<file path="config.mk">
export PLATFORM = sky130hd
export DESIGN_NAME = spi_px_master
export DESIGN_NICKNAME = d
export VERILOG_FILES = /design/src/rtl/spi_px_master_pkg.sv /design/src/rtl/spi_px_master_clk_div.sv /design/src/rtl/spi_px_master.sv
export SDC_FILE = /design/constraint.sdc
export NUM_CORES = 1
export LEC_CHECK = 0
export CAP_MARGIN = 10
export CORE_ASPECT_RATIO = 0.6
export CORE_MARGIN = 3
export CORE_UTILIZATION = 51
export CTS_CLUSTER_DIAMETER = 80
export DETAILED_ROUTE_END_ITERATION = 7
export PLACE_DENSITY = 0.88
export SYNTH_ARGS = -nofsm -noshare
export SYNTH_HDL_FRONTEND = slang
export SYNTH_HIERARCHICAL = 1
export SYNTH_SLANG_ARGS = --single-unit
export TNS_END_PERCENT = 20
</file>
<file path="constraint.sdc">
create_clock -name clk_i -period 3.3 [get_ports clk_i]
set_input_delay 0.495 -clock clk_i [delete_from_list [all_inputs] [get_ports clk_i]]
set_output_delay 0.495 -clock clk_i [all_outputs]
set_load 0.01 [all_outputs]
</file>
<file path="src/rtl/spi_px_master_pkg.sv">
// Shared constants, FSM state type and width helper for the SPI pixel initiator.
package spi_px_master_pkg;

  localparam int MAX_PIXEL_BITS = 8;
  localparam int SPI_CLK_DIV    = 2;
  localparam int SPI_CS_GAP     = 2;

  typedef enum logic [2:0] {
    IDLE   = 3'd0,
    LEAD   = 3'd1,
    SCK_HI = 3'd2,
    SCK_LO = 3'd3,
    GAP    = 3'd4
  } spi_master_state_t;

  // Counter width for values 0..v-1, never narrower than one bit.
  function automatic int clog2_min1(input int v);
    return (v <= 2) ? 1 : $clog2(v);
  endfunction

endpackage

</file>
<file path="src/rtl/spi_px_master_clk_div.sv">
// Half-period tick counter: counts while enabled, ticks on the last cycle of a phase and wraps.
module spi_master_clk_div
  import spi_px_master_pkg::*;
#(
  parameter int CLK_DIV = SPI_CLK_DIV
) (
  input  logic clk_i,
  input  logic nreset_i,
  input  logic en_i,
  input  logic clr_i,
  output logic tick_o
);

  localparam int W = clog2_min1(CLK_DIV);
  localparam logic [W-1:0] LAST = W'(CLK_DIV - 1);

  logic [W-1:0] cnt_q, cnt_d;

  assign tick_o = en_i && (cnt_q == LAST);

  always_comb begin
    cnt_d = cnt_q;
    if (clr_i || tick_o) cnt_d = '0;
    else if (en_i)       cnt_d = cnt_q + 1'b1;
  end

  always_ff @(posedge clk_i) begin
    if (!nreset_i) cnt_q <= '0;
    else           cnt_q <= cnt_d;
  end

endmodule

</file>
<file path="src/rtl/spi_px_master.sv">
// Mode-0 MSB-first SPI initiator: one pixel out on SDI, one result in from SDO per frame.
// Define SPI_MASTER_LOOPBACK_EN to add loopback_i (sample SDI instead of SDO).
module spi_px_master
  import spi_px_master_pkg::*;
#(
  parameter int PIXEL_BITS = MAX_PIXEL_BITS,
  parameter int CLK_DIV    = SPI_CLK_DIV,
  parameter int CS_GAP     = SPI_CS_GAP
) (
  input  logic                  clk_i,
  input  logic                  nreset_i,
  input  logic [PIXEL_BITS-1:0] tx_px_i,
  input  logic                  tx_valid_i,
  output logic                  tx_ready_o,
  output logic [PIXEL_BITS-1:0] rx_px_o,
  output logic                  rx_valid_o,
  output logic                  busy_o,
  output logic                  spi_sck_o,
  output logic                  spi_cs_o,
  output logic                  spi_sdi_o,
`ifdef SPI_MASTER_LOOPBACK_EN
  input  logic                  loopback_i,
`endif
  input  logic                  spi_sdo_i
);

  localparam int BW = $clog2(PIXEL_BITS + 1);
  localparam int GW = clog2_min1(CS_GAP);
  localparam logic [BW-1:0] BIT_LAST = BW'(PIXEL_BITS);
  localparam logic [GW-1:0] GAP_LAST = GW'(CS_GAP - 1);

  spi_master_state_t     state_q, state_d;
  logic [PIXEL_BITS-1:0] tx_sh_q, tx_sh_d, rx_sh_q, rx_sh_d, rx_px_q, rx_px_d;
  logic [PIXEL_BITS-1:0] tx_next;
  logic [BW-1:0]         bit_cnt_q, bit_cnt_d;
  logic [GW-1:0]         gap_cnt_q, gap_cnt_d;
  logic rx_valid_q, rx_valid_d, sck_q, sck_d, cs_q, cs_d, sdi_q, sdi_d, busy_q, busy_d;
  logic tick, sample;

`ifdef SPI_MASTER_LOOPBACK_EN
  assign sample = loopback_i ? sdi_q : spi_sdo_i;
`else
  assign sample = spi_sdo_i;
`endif

  spi_master_clk_div #(.CLK_DIV(CLK_DIV)) u_clk_div (
    .clk_i   (clk_i),
    .nreset_i(nreset_i),
    .en_i    (state_q == LEAD || state_q == SCK_HI || state_q == SCK_LO),
    .clr_i   (state_q == IDLE),
    .tick_o  (tick)
  );

  assign tx_next = tx_sh_q << 1;

  always_comb begin
    state_d    = state_q;
    tx_sh_d    = tx_sh_q;
    rx_sh_d    = rx_sh_q;
    rx_px_d    = rx_px_q;
    bit_cnt_d  = bit_cnt_q;
    gap_cnt_d  = gap_cnt_q;
    rx_valid_d = 1'b0;
    sck_d      = sck_q;
    cs_d       = cs_q;
    sdi_d      = sdi_q;
    busy_d     = busy_q;
    case (state_q)
      IDLE: if (tx_valid_i) begin
        state_d   = LEAD;
        tx_sh_d   = tx_px_i;
        rx_sh_d   = '0;
        bit_cnt_d = '0;
        cs_d      = 1'b0;
        sdi_d     = tx_px_i[PIXEL_BITS-1];
        busy_d    = 1'b1;
      end
      LEAD: if (tick) begin
        state_d = SCK_HI;
        sck_d   = 1'b1;
      end
      // Sample on the last high cycle so the slave's SDO change at SCK fall is never raced.
      SCK_HI: if (tick) begin
        state_d   = SCK_LO;
        sck_d     = 1'b0;
        rx_sh_d   = PIXEL_BITS'({rx_sh_q, sample});
        tx_sh_d   = tx_next;
        sdi_d     = tx_next[PIXEL_BITS-1];
        bit_cnt_d = bit_cnt_q + 1'b1;
      end
      SCK_LO: if (tick) begin
        if (bit_cnt_q == BIT_LAST) begin
          state_d    = GAP;
          cs_d       = 1'b1;
          sdi_d      = 1'b0;
          rx_px_d    = rx_sh_q;
          rx_valid_d = 1'b1;
          gap_cnt_d  = '0;
        end else begin
          state_d = SCK_HI;
          sck_d   = 1'b1;
        end
      end
      GAP: begin
        if (gap_cnt_q == GAP_LAST) begin
          state_d = IDLE;
          busy_d  = 1'b0;
        end else begin
          gap_cnt_d = gap_cnt_q + 1'b1;
        end
      end
      default: state_d = IDLE;
    endcase
  end

  always_ff @(posedge clk_i) begin
    if (!nreset_i) begin
      state_q    <= IDLE;
      tx_sh_q    <= '0;
      rx_sh_q    <= '0;
      rx_px_q    <= '0;
      bit_cnt_q  <= '0;
      gap_cnt_q  <= '0;
      rx_valid_q <= 1'b0;
      sck_q      <= 1'b0;
      cs_q       <= 1'b1;
      sdi_q      <= 1'b0;
      busy_q     <= 1'b0;
    end else begin
      state_q    <= state_d;
      tx_sh_q    <= tx_sh_d;
      rx_sh_q    <= rx_sh_d;
      rx_px_q    <= rx_px_d;
      bit_cnt_q  <= bit_cnt_d;
      gap_cnt_q  <= gap_cnt_d;
      rx_valid_q <= rx_valid_d;
      sck_q      <= sck_d;
      cs_q       <= cs_d;
      sdi_q      <= sdi_d;
      busy_q     <= busy_d;
    end
  end

  assign tx_ready_o = (state_q == IDLE);
  assign rx_px_o    = rx_px_q;
  assign rx_valid_o = rx_valid_q;
  assign busy_o     = busy_q;
  assign spi_sck_o  = sck_q;
  assign spi_cs_o   = cs_q;
  assign spi_sdi_o  = sdi_q;

endmodule
</file>
Yosys cells after proc, flatten, opt, wreduce, memory -nomap -nowiden
Cells that the tools add are included.

word-level totals
  output and inout bits = 14
  bits of input ports = 12
  register bits after elaboration = 37

operators by class
  eq/ne operators = 12
  reduce and logical (&&, ||, !) cells = 21
  $add $sub $neg = 3
  bitwise operators = 1
  muxes and demuxes = 36

operators by type and width
  kind                                                                      count
  3-bit two-way mux                                                         6
  8-bit two-way mux                                                         2
  8-bit one-hot mux with 2 select lines                                     1
  1-bit two-way mux                                                         15
  3-bit one-hot mux with 5 select lines                                     1
  3-bit AND reduction                                                       5
  5-bit AND reduction                                                       3
  7-bit two-way mux                                                         2
  7-bit one-hot mux with 2 select lines                                     1
  4-bit two-way mux                                                         2
  2-bit by 1-bit inequality test with 1-bit output (second input constant)  4
  4-bit one-hot mux with 2 select lines                                     1
  2-bit nonzero test                                                        4
  3-bit by 2-bit == test with 1-bit output (second input constant)          2
  2-bit inequality test (second input constant)                             3
  1-bit one-hot mux with 2 select lines                                     3
  1-bit one-hot mux with 3 select lines                                     2
  3-bit nonzero test                                                        2
  4-bit by 1-bit adder with 4-bit output (second input constant)            1
  4-bit == test (second input constant)                                     1
  4-bit AND reduction                                                       1
  3-bit by 1-bit == test with 1-bit output (second input constant)          1
  3-bit == test (second input constant)                                     1
  3-bit zero test                                                           1
  5 further kinds                                                           8

Longest topological paths before layout
Gate-level depths: netlist of run 1.

  depth in word-level cells = 6
  depth in mapped cells = 9
  gate-level depth less buffers = 7

Modules after synthesis
The synthesis of run 1 kept the hierarchy.

by module, submodules not included
  module              seq. area each (um2)  cells each  instances  area each (um2)
  spi_px_master       720.7                 181         1          1564.0
  spi_master_clk_div  20.0                  4           1          48.8

Worst setup path after synthesis of run 1
Ideal clock, no wire load.

  path kind = register to register
  start point = reg state_q[0]
  end point = reg cs_q, in the netlist spi_cs_o
  cell stages (with the launch flop) = 10
  required time = 3.186 ns
  clock period less this slack = 1.917 ns
  setup time = 0.114 ns
  buffers on the path = 2
  data arrival time = 1.803 ns
  setup slack = 1.383 ns
  path through = dfxtp_1 buf_2 nor2_1 nor2_1 and2_2 nor2_1 nand4b_1 clkbuf_1 nand2_1 a21o_1

on the way
  word-level cells in the longest chain between the ends = 6

RTL lines
  what                                                                                                  RTL line                     text
  from (decl)                                                                                           spi_px_master.sv:32          spi_master_state_t state_q, state_d;
  from (signal assigned)                                                                                spi_px_master.sv:130         state_q <= state_d;
  3-bit by 1-bit == test with 1-bit output or 3-bit by 2-bit == test with 1-bit output (tied branches)  spi_px_master.sv:49          .en_i (state_q == LEAD || state_q == SCK_HI || state_q == SCK_LO),
  1-bit logical OR                                                                                      spi_px_master.sv:49
  1-bit logical OR *                                                                                    spi_px_master.sv:49
  1-bit logical AND *                                                                                   spi_px_master_clk_div.sv:19  assign tick_o = en_i && (cnt_q == LAST);
  via tick                                                                                              spi_px_master.sv:38          logic tick, sample;
  2-bit by 1-bit inequality test with 1-bit output (no source line) *                                   --
  4-bit AND reduction (no source line) *                                                                --
  to (signal assigned)                                                                                  spi_px_master.sv:138         cs_q <= cs_d;
  to (decl)                                                                                             spi_px_master.sv:37          logic rx_valid_q, rx_valid_d, sck_q, sck_d, cs_q, cs_d, sdi_q, sdi_d, busy_q, busy_d;

Mark *: on every way through the listed nets, which the timed path passes. The rest lies on a longest branch.
A chain may end at the register's enable or synchronous reset.

Worst setup path in the final report of run 1
  start point = reg state_q[0]
  end point = reg gap_cnt_q

on the way
  word-level cells in the longest chain between the ends = 6

RTL lines
  what                                                                                                  RTL line                     text
  3-bit by 1-bit == test with 1-bit output or 3-bit by 2-bit == test with 1-bit output (tied branches)  spi_px_master.sv:49
  1-bit logical OR                                                                                      spi_px_master.sv:49
  1-bit logical OR *                                                                                    spi_px_master.sv:49
  1-bit logical AND *                                                                                   spi_px_master_clk_div.sv:19
  via tick                                                                                              spi_px_master.sv:38
  2-bit by 1-bit inequality test with 1-bit output (no source line) *                                   --
  3-bit AND reduction (no source line) *                                                                --
  to (signal assigned)                                                                                  spi_px_master.sv:135         gap_cnt_q <= gap_cnt_d;
  to (decl)                                                                                             spi_px_master.sv:36          logic [GW-1:0] gap_cnt_q, gap_cnt_d;

Marked as above.

==> results of run 1 <==
## sequential cells by signal, indices dropped and copies added (netlist names)
register,count
busy_o,1
bit_cnt_q,4
u_clk_div/cnt_q,1
rx_px_o,8
tx_sh_q,7
spi_cs_o,1
rx_sh_q,8
gap_cnt_q,1
state_q,3
rx_valid_o,1
spi_sdi_o,1
spi_sck_o,1
## worst paths after layout
| path | from | to |
|---|---|---|
| worst max register to register | state_q[0] | gap_cnt_q |
| worst max-delay path | state_q[0] | gap_cnt_q |
| worst min-delay path | spi_cs_o | spi_cs_o |
| worst min register to register | spi_cs_o | spi_cs_o |
## where the power goes
group,leakage [nW],internal (mW),switching (mW),total (mW)
registers,0.301,0.459,0.0105,0.470
clock network,0.0374,0.149,0.165,0.314
logic,0.302,0.0412,0.0458,0.0871
total,0.641,0.649,0.221,0.871
## per-layer routing
metal | track usage | wire length, um | up-vias
met4 | 0.0872 | 56 | 0
met2 | 0.265 | 1410 | 32
li1 | - | - | 682
met1 | 0.225 | 1500 | 615
met3 | 0.0547 | 153 | 6
met5 | 0 | 0 | -
## cell usage after synthesis, drive strengths merged
cell,instances
and3,1
and3b,1
and2,1
clkbuf,6
a21o,1
xnor2,4
nor2,18
ha,2
dfxtp,37
o21ai,10
a22oi,1
nand3b,2
nand4b,2
a32oi,1
nor3b,3
o311ai,1
nor3,4
nor2b,3
mux2i,8
nand3,17
or2,2
a21boi,1
inv,5
nand2,22
o22ai,1
o21a,1
a2bb2oi,1
a21oi,13
buf,7
a211oi,7
a31o,1
a2111oi,1
## critical path: stages (launching register included)
cell and delay (ns):
sky130_fd_sc_hd__dfxtp_1 0.59, sky130_fd_sc_hd__nor2_1 0.20, sky130_fd_sc_hd__nor2_1 0.18, sky130_fd_sc_hd__and2_2 0.23, sky130_fd_sc_hd__nor2_1 0.06, sky130_fd_sc_hd__nand4b_1 0.65, sky130_fd_sc_hd__a22oi_1 0.35, sky130_fd_sc_hd__nor2_1 0.06
## layout make-up
| class | count | area [um2] |
|---|---|---|
| clock inverters | 2 | 15.0 |
| clock buffers | 6 | 72.6 |
| multi-input cells | 130 | 782 |
| repair buffers | 26 | 258 |
| flip-flops and latches | 37 | 741 |
| well taps | 42 | 52.6 |
| fillers | 259 | 1010 |
| inverters | 5 | 18.8 |
## metrics by stage
step           std cells  power (mW)  setup slack [ns]
2_1_floorplan        185       0.534              1.38
3_3_place_gp         240       0.565             0.979
3_5_place_dp         240       0.567             0.841
4_1_cts              248       0.880             0.828
5_1_grt              248       0.906             0.484
6_report             248       0.871             0.833
## kinds of logic (layout without fill, tap and decap cells)
kind of cell | count (synthesis) | after routing | share of synthesized area
flip-flops | 37 | 37 | 0.459
AO/OA/AOI/OAI | 40 | 40 | 0.161
multiplexers | 8 | 8 | 0.0497
XOR/XNOR | 4 | 4 | 0.0217
AND/OR/NAND/NOR | 76 | 76 | 0.237
adder cells (fa/ha/maj) | 2 | 2 | 0.0155
buffers and inverters | 18 | 39 | 0.0559
==> impl_metrics.py, run 1 <==
metrics = {
    "run_status": {
        "run_status": "finished, final reports clean",
    },
    "worst_hold_path": {
        "worstHoldPathType": "flop to flop",
        "hold_path_depth": 1,
    },
    "cells_and_area": {
        "syn2layout_area_growth_pct": 20.2,
        "fin_area_um2": 1940,
        "antenna_cells_inserted": 0,
        "fin_nets": 219,
        "final_core_utilization": 0.658,
        "final_layout_size_suffix_gt1_frac": 0.0777,
        "mostFrequentLayoutCell": "sky130_fd_sc_hd__dfxtp_1",
        "layout.cells.most_common_list": "sky130_fd_sc_hd__dfxtp_1, sky130_fd_sc_hd__clkdlybuf4s50_1, sky130_fd_sc_hd__nand2_1",
    },
    "sta": {
        "slew-limit-headroom": 0.480,
        "timing.setup.tns_ns": 0,
        "unrepaired_setup_endpoints_after_global_routing": "false",
        "holdWs_ns": 0.454,
        "worst_max_slew_pin_slew_ns": 0.778,
        "timing.final.setup_violations": 0,
        "fmax_mhz": 405,
        "fin_crit_ns": 2.47,
        "period_share": 0.748,
        "final-hold-violation-count": 0,
        "worst_clock_skew_ns": 0.00450,
        "slew_viol_final": 0,
    },
    "route": {
        "final_antenna_net_count": 0,
        "drcViolationCount": 0,
        "total_via_count_in_the_routed_design": 1335,
        "detail_route.wirelength_um": 3120,
        "drt_iter0_markers": 100,
        "post_drt_via_cell_ratio": 5.38,
        "drt_pass1_iterations": 4,
        "wl_per_cell_um": 12.6,
    },
    "logic_synthesis": {
        "synth_top_cell_by_area": "sky130_fd_sc_hd__dfxtp_1",
        "area_fraction_of_the_dominant_cell_type_after_synthesis": 0.459,
        "synth_warnings": 6,
        "syn_area_per_cell_um2": 8.72,
        "register_bit_total_from_synthesis": 37,
        "post_synth_inst_count": 185,
        "post_synth_instance_area_um2": 1610,
        "yosys-top-cells-area": "sky130_fd_sc_hd__dfxtp_1, sky130_fd_sc_hd__nand3_1, sky130_fd_sc_hd__nand2_1, sky130_fd_sc_hd__mux2i_1, sky130_fd_sc_hd__a21oi_1",
        "ys_types": 41,
        "share_of_synthesized_area_occupied_by_flip_flops_and_latches": 0.459,
        "synth_nets": 199,
    },
    "worst_setup_path": {
        "critPathArrivalTime_ns": 2.62,
        "timing.reg2reg.worst_path_depth": 7,
        "worstSetupEndpointType": "flop",
        "setup.reg_to_reg.worst_slack_ns": 0.83,
        "path_max_fanout": 20,
        "cp-start-kind": "flop",
        "type_of_the_worst_setup_path": "flop to flop",
        "worst_ep_required_time_ns": 3.46,
    },
    "die": {
        "floorplan.initialDensity": 0.547,
        "dieArea_um2": 3900,
        "io_pins": 26,
        "coreArea_um2": 2950,
        "rows": 15,
        "die_y_um": 49.6,
        "chip_width_um": 78.6,
    },
    "pwr": {
        "pwr_density_cell_nw_per_um2": 449,
        "static-leakage-power_nw": 0.641,
        "ir_worst_vdd_mv": 0.269,
    },
    "global_routing": {
        "maximum_number_of_pins_on_one_net_before_global_route_repair": 22,
        "number_of_antenna_violations_at_the_first_check_in_global_routing": 0,
        "grt_pass1_vias": 1163,
        "grt_remaining_overflow": 0,
        "grt_first_pass_wirelength_um": 5250,
        "groute.usage.overall": 0.175,
    },
    "clocking": {
        "numClockSinks": 37,
        "holdBufCountCts": 0,
        "cts-htree-levels": 2,
        "post_cts_resize_count": 0,
        "cts_inserted_buffers": 5,
        "post-cts-setup-buffers": 0,
        "ctsLongestPathBuffers": 2,
        "clock_network_latency_to_the_later_pin_of_the_worst_skew_pair_ns": 0.29,
        "cts_root_buffer": "sky130_fd_sc_hd__clkbuf_8",
        "cts.clk_slew.worst_paths_ns": 0.07,
        "tritoncts": "built",
    },
    "placement": {
        "routabilityCongestion": 0.798,
        "port_buffers": 25,
        "placed_cell_area_um2": 1850,
        "dp_hpwl_um": 2150,
    },
    "run": {
        "drv_cap": 0,
    },
}
(Power assumes the default switching activity.)
==> inputs of run 2 (changes only) <==
clock period = 2.4 ns   (was 3.3 ns; I/O delays follow)
==> impl_metrics.py, run 2 (same netlist as run 1, synthesis figures left out) <==
metrics = {
    "run_status": {
        "run_status": "finished, final reports clean",
    },
    "cells_and_area": {
        "instances_no_fill": 255,
        "multiInputGateArea_um2": 782,
        "syn2layout_area_growth_pct": 23.5,
        "final_layout_size_suffix_gt1_frac": 0.108,
        "fin_nets": 226,
        "mostFrequentLayoutCell": "sky130_fd_sc_hd__dfxtp_1",
        "layout.cells.most_common_list": "sky130_fd_sc_hd__dfxtp_1, sky130_fd_sc_hd__clkdlybuf4s50_1, sky130_fd_sc_hd__nand2_1",
        "fin_area_um2": 1990,
        "nFillCells": 261,
        "register_area_um2": 741,
        "antenna_cells_inserted": 0,
    },
    "worst_setup_path": {
        "timing.reg2reg.worst_path_depth": 7,
        "critPathArrivalTime_ns": 2.25,
        "cp-start-kind": "flop",
        "worst_ep_required_time_ns": 2.62,
        "type_of_the_worst_setup_path": "flop to flop",
        "worstSetupEndpointType": "flop",
        "launch_point_of_the_worst_path": "state_q[1]",
        "worst_setup_path_endpoint": "rx_sh_q[1]",
        "path_max_fanout": 11,
        "worstReg2RegStart": "state_q[1]",
        "crit-reg2reg-capture": "rx_sh_q[1]",
        "setup.reg_to_reg.worst_slack_ns": 0.37,
    },
    "clocking": {
        "cts.clk_slew.worst_paths_ns": 0.07,
        "post_cts_resize_count": 0,
        "cts_inserted_buffers": 5,
        "tritoncts": "built",
        "ctsLongestPathBuffers": 2,
        "cts-htree-levels": 2,
        "numClockSinks": 37,
        "cts_root_buffer": "sky130_fd_sc_hd__clkbuf_8",
        "clock_network_latency_to_the_later_pin_of_the_worst_skew_pair_ns": 0.29,
        "holdBufCountCts": 0,
        "post-cts-setup-buffers": 0,
    },
    "route": {
        "drcViolationCount": 0,
        "post_drt_via_cell_ratio": 5.33,
        "final_antenna_net_count": 0,
        "detail_route.wirelength_um": 3140,
        "drt_iter0_markers": 92,
        "drt_pass1_iterations": 4,
        "total_via_count_in_the_routed_design": 1359,
        "wl_per_cell_um": 12.3,
    },
    "sta": {
        "worst_clock_skew_ns": 0.00627,
        "fmax_mhz": 492,
        "slew_viol_final": 0,
        "timing.setup.tns_ns": 0,
        "period_share": 0.847,
        "fin_crit_ns": 2.03,
        "final-hold-violation-count": 0,
        "worst_max_slew_pin_slew_ns": 0.775,
        "timing.final.setup_violations": 0,
        "holdWs_ns": 0.453,
        "slew-limit-headroom": 0.483,
        "unrepaired_setup_endpoints_after_global_routing": "false",
    },
    "placement": {
        "routabilityCongestion": 0.758,
        "dp_hpwl_um": 2180,
        "placed_cells": 247,
        "port_buffers": 25,
        "placed_cell_area_um2": 1900,
    },
    "pwr": {
        "static-leakage-power_nw": 0.675,
        "power.total_mw": 1.20,
        "pwr_density_cell_nw_per_um2": 604,
        "ir_worst_vdd_mv": 0.372,
    },
    "global_routing": {
        "grt_pass1_vias": 1250,
        "grt_remaining_overflow": 0,
        "grt_first_pass_wirelength_um": 5490,
        "groute.usage.overall": 0.180,
        "maximum_number_of_pins_on_one_net_before_global_route_repair": 22,
        "number_of_antenna_violations_at_the_first_check_in_global_routing": 0,
    },
    "run": {
        "drv_cap": 0,
    },
    "die": {
        "chip_width_um": 78.6,
        "floorplan.initialDensity": 0.547,
        "coreArea_um2": 2950,
        "dieArea_um2": 3900,
        "die_y_um": 49.6,
        "rows": 15,
        "io_pins": 26,
    },
    "worst_hold_path": {
        "worstHoldPathType": "flop to flop",
        "hold_path_depth": 1,
        "holdCritStartpoint": "spi_cs_o",
    },
}
==> run 2: per-layer routing <==
layer	vias to the layer above	part of all wire	GRT usage	routed length, um
met1	640	0.51	0.243	1590
met2	20	0.45	0.269	1410
li1	694	-	-	-
met5	-	0	0	0
met4	0	0.011	0.0698	36
met3	5	0.034	0.0547	107
==> run 2: worst min path at each step <==
stage,slack (ns),to
6_report,0.45,spi_cs_o
5_1_grt,0.47,spi_cs_o
4_1_cts,0.46,spi_cs_o
3_5_place_dp,0.44,spi_cs_o
3_3_place_gp,0.44,spi_cs_o
2_1_floorplan,0.44,rx_px_o[7]
==> run 2: final cells by class <==
type | instances | area share
multi-input cells | 130 | 0.393
flip-flops and latches | 37 | 0.372
repair buffers | 33 | 0.156
clock buffers | 6 | 0.0364
well taps | 42 | 0.0264
inverters | 5 | 0.00942
clock inverters | 2 | 0.00754
==> run 2: worst max-delay path, stage by stage (launching register included) <==
cell	delay, ns
sky130_fd_sc_hd__dfxtp_1	0.32
sky130_fd_sc_hd__nor2_1	0.33
sky130_fd_sc_hd__nor2_1	0.11
sky130_fd_sc_hd__and2_2	0.25
sky130_fd_sc_hd__mux2i_1	0.31
sky130_fd_sc_hd__or2_1	0.40
sky130_fd_sc_hd__nand2_1	0.11
sky130_fd_sc_hd__a21oi_1	0.13
==> run 2: per-stage QoR <==
stage,utilization,setup WS [ns]
finish,0.676,0.368
global route,0.676,0.150
CTS,0.676,0.358
detailed placement,0.646,0.367
global placement,0.646,0.411
floorplan,-,0.483
==> run 2: where the power goes <==
part / leakage [nW] / total, mW / switching (mW) / internal [mW]
clock: 0.0374 / 0.431 / 0.226 / 0.204
sequential: 0.301 / 0.642 / 0.0100 / 0.632
combinational: 0.337 / 0.130 / 0.0686 / 0.0619
total: 0.675 / 1.20 / 0.305 / 0.898
==> inputs of run 3 (changes only) <==
CORE_UTILIZATION = 47   (was 51)
PLACE_DENSITY = 0.85   (was 0.88)
clock period = 1.8 ns   (was 2.4 ns; I/O delays follow)
==> impl_metrics.py, run 3 (same netlist as run 1, synthesis figures left out) <==
metrics = {
    "route": {
        "drt_pass1_iterations": 4,
        "detail_route.wirelength_um": 3520,
        "total_via_count_in_the_routed_design": 1408,
        "wl_met2_um": 1530,
        "wl_per_cell_um": 13.6,
        "met1Wirelength_um": 1720,
        "routed_wl_met3_um": 202,
        "post_drt_via_cell_ratio": 5.44,
        "drcViolationCount": 0,
        "final_antenna_net_count": 0,
        "route.top_layer_used": "met4",
        "drt_iter0_markers": 55,
    },
    "worst_hold_path": {
        "min_to": "spi_cs_o",
        "worstHoldPathType": "flop to flop",
        "hold_path_depth": 1,
        "holdCritStartpoint": "spi_cs_o",
    },
    "global_routing": {
        "grt_pass1_vias": 1336,
        "number_of_antenna_violations_at_the_first_check_in_global_routing": 0,
        "grt_first_pass_wirelength_um": 6150,
        "grt_remaining_overflow": 0,
        "maximum_number_of_pins_on_one_net_before_global_route_repair": 22,
        "groute.usage.overall": 0.192,
    },
    "cells_and_area": {
        "fin_area_um2": 2050,
        "mostFrequentLayoutCell": "sky130_fd_sc_hd__dfxtp_1",
        "antenna_cells_inserted": 0,
        "final_core_utilization": 0.670,
        "layout.cells.most_common_list": "sky130_fd_sc_hd__dfxtp_1, sky130_fd_sc_hd__clkdlybuf4s50_1, sky130_fd_sc_hd__nand2_1",
        "final_layout_size_suffix_gt1_frac": 0.138,
        "syn2layout_area_growth_pct": 27.0,
        "fin_nets": 231,
    },
    "die": {
        "floorplan.initialDensity": 0.527,
        "coreArea_um2": 3060,
        "io_pins": 26,
        "dieArea_um2": 4190,
        "rows": 15,
        "die_y_um": 51.4,
        "chip_width_um": 81.6,
    },
    "sta": {
        "slew-limit-headroom": 0.756,
        "slew_viol_final": 0,
        "worst_clock_skew_ns": 0.00440,
        "period_share": 0.900,
        "worst_max_slew_pin_slew_ns": 0.356,
        "timing.final.setup_violations": 0,
        "fin_crit_ns": 1.62,
        "unrepaired_setup_endpoints_after_global_routing": "false",
        "final-hold-violation-count": 0,
        "fmax_mhz": 618,
    },
    "placement": {
        "port_buffers": 25,
        "dp_hpwl_um": 2490,
        "routabilityCongestion": 0.787,
        "placed_cell_area_um2": 1960,
    },
    "clocking": {
        "cts-htree-levels": 2,
        "holdBufCountCts": 0,
        "cts.clk_slew.worst_paths_ns": 0.07,
        "ctsLongestPathBuffers": 2,
        "cts_root_buffer": "sky130_fd_sc_hd__clkbuf_8",
        "post-cts-setup-buffers": 0,
        "clock_network_latency_to_the_later_pin_of_the_worst_skew_pair_ns": 0.29,
        "numClockSinks": 37,
        "post_cts_resize_count": 1,
        "tritoncts": "built",
        "cts_inserted_buffers": 5,
    },
    "worst_setup_path": {
        "worstReg2RegStart": "state_q[2]",
        "timing.reg2reg.worst_path_depth": 6,
        "type_of_the_worst_setup_path": "flop to flop",
        "worstSetupEndpointType": "flop",
        "crit-reg2reg-capture": "tx_sh_q[2]",
        "critPathArrivalTime_ns": 1.82,
        "setup.reg_to_reg.worst_slack_ns": 0.18,
        "worst_ep_required_time_ns": 2.00,
        "path_max_fanout": 21,
        "cp-start-kind": "flop",
    },
    "pwr": {
        "pwr_density_cell_nw_per_um2": 801,
        "power.total_mw": 1.64,
        "ir_worst_vdd_mv": 0.551,
        "static-leakage-power_nw": 0.711,
    },
    "run": {
        "drv_cap": 0,
    },
    "run_status": {
        "run_status": "finished, final reports clean",
    },
}
run 3: worst max-delay path by stage:
stage,start,endpoint,slack (ns),cells after the start
final,state_q[2],tx_sh_q[2],0.18,6
after global routing,bit_cnt_q[0],spi_sck_o,0.02,6
after CTS,state_q[2],rx_sh_q[7],0.07,6
after detailed placement,tx_valid_i,rx_sh_q[7],0.01,5
after global placement,tx_valid_i,tx_sh_q[0],0.08,5
after floorplan,state_q[0],tx_sh_q[0],-0.008,9
run 3: stage by stage:
step	hold slack (ns)	TNS (ns)	cells	setup WS, ns
2_1_floorplan	0.422	-0.00758	185	-0.00758
3_3_place_gp	0.439	0	252	0.0832
3_5_place_dp	0.446	0	252	0.0131
4_1_cts	0.463	0	259	0.0698
5_1_grt	0.500	0	259	0.0192
6_report	0.457	0	259	0.181
run 3: critical path, stage by stage, from the launching register on:
cell,delay (ns)
sky130_fd_sc_hd__dfxtp_1,0.41
sky130_fd_sc_hd__nor2_1,0.10
sky130_fd_sc_hd__and2_2,0.23
sky130_fd_sc_hd__mux2i_1,0.32
sky130_fd_sc_hd__nor2_2,0.09
sky130_fd_sc_hd__buf_12,0.17
sky130_fd_sc_hd__a211oi_1,0.21
run 3: layout make-up:
type                    instances  area (um2)
clock inverters                 1        7.51
inverters                       5        18.8
multi-input cells             130         787
flip-flops and latches         37         741
repair buffers                 38         359
clock buffers                   6        82.6
well taps                      42        52.6
fillers                       232        1010
run 3: power by group:
part	internal (mW)	switching, mW	total [mW]
Sequential	0.843	0.0143	0.857
Combinational	0.0976	0.0978	0.195
Clock	0.302	0.285	0.588
run 3: per-layer routing:
metal | GRT usage | up-vias
met5 | 0 | -
met4 | 0.0746 | 0
met3 | 0.0616 | 9
met2 | 0.289 | 36
met1 | 0.255 | 654
li1 | - | 709
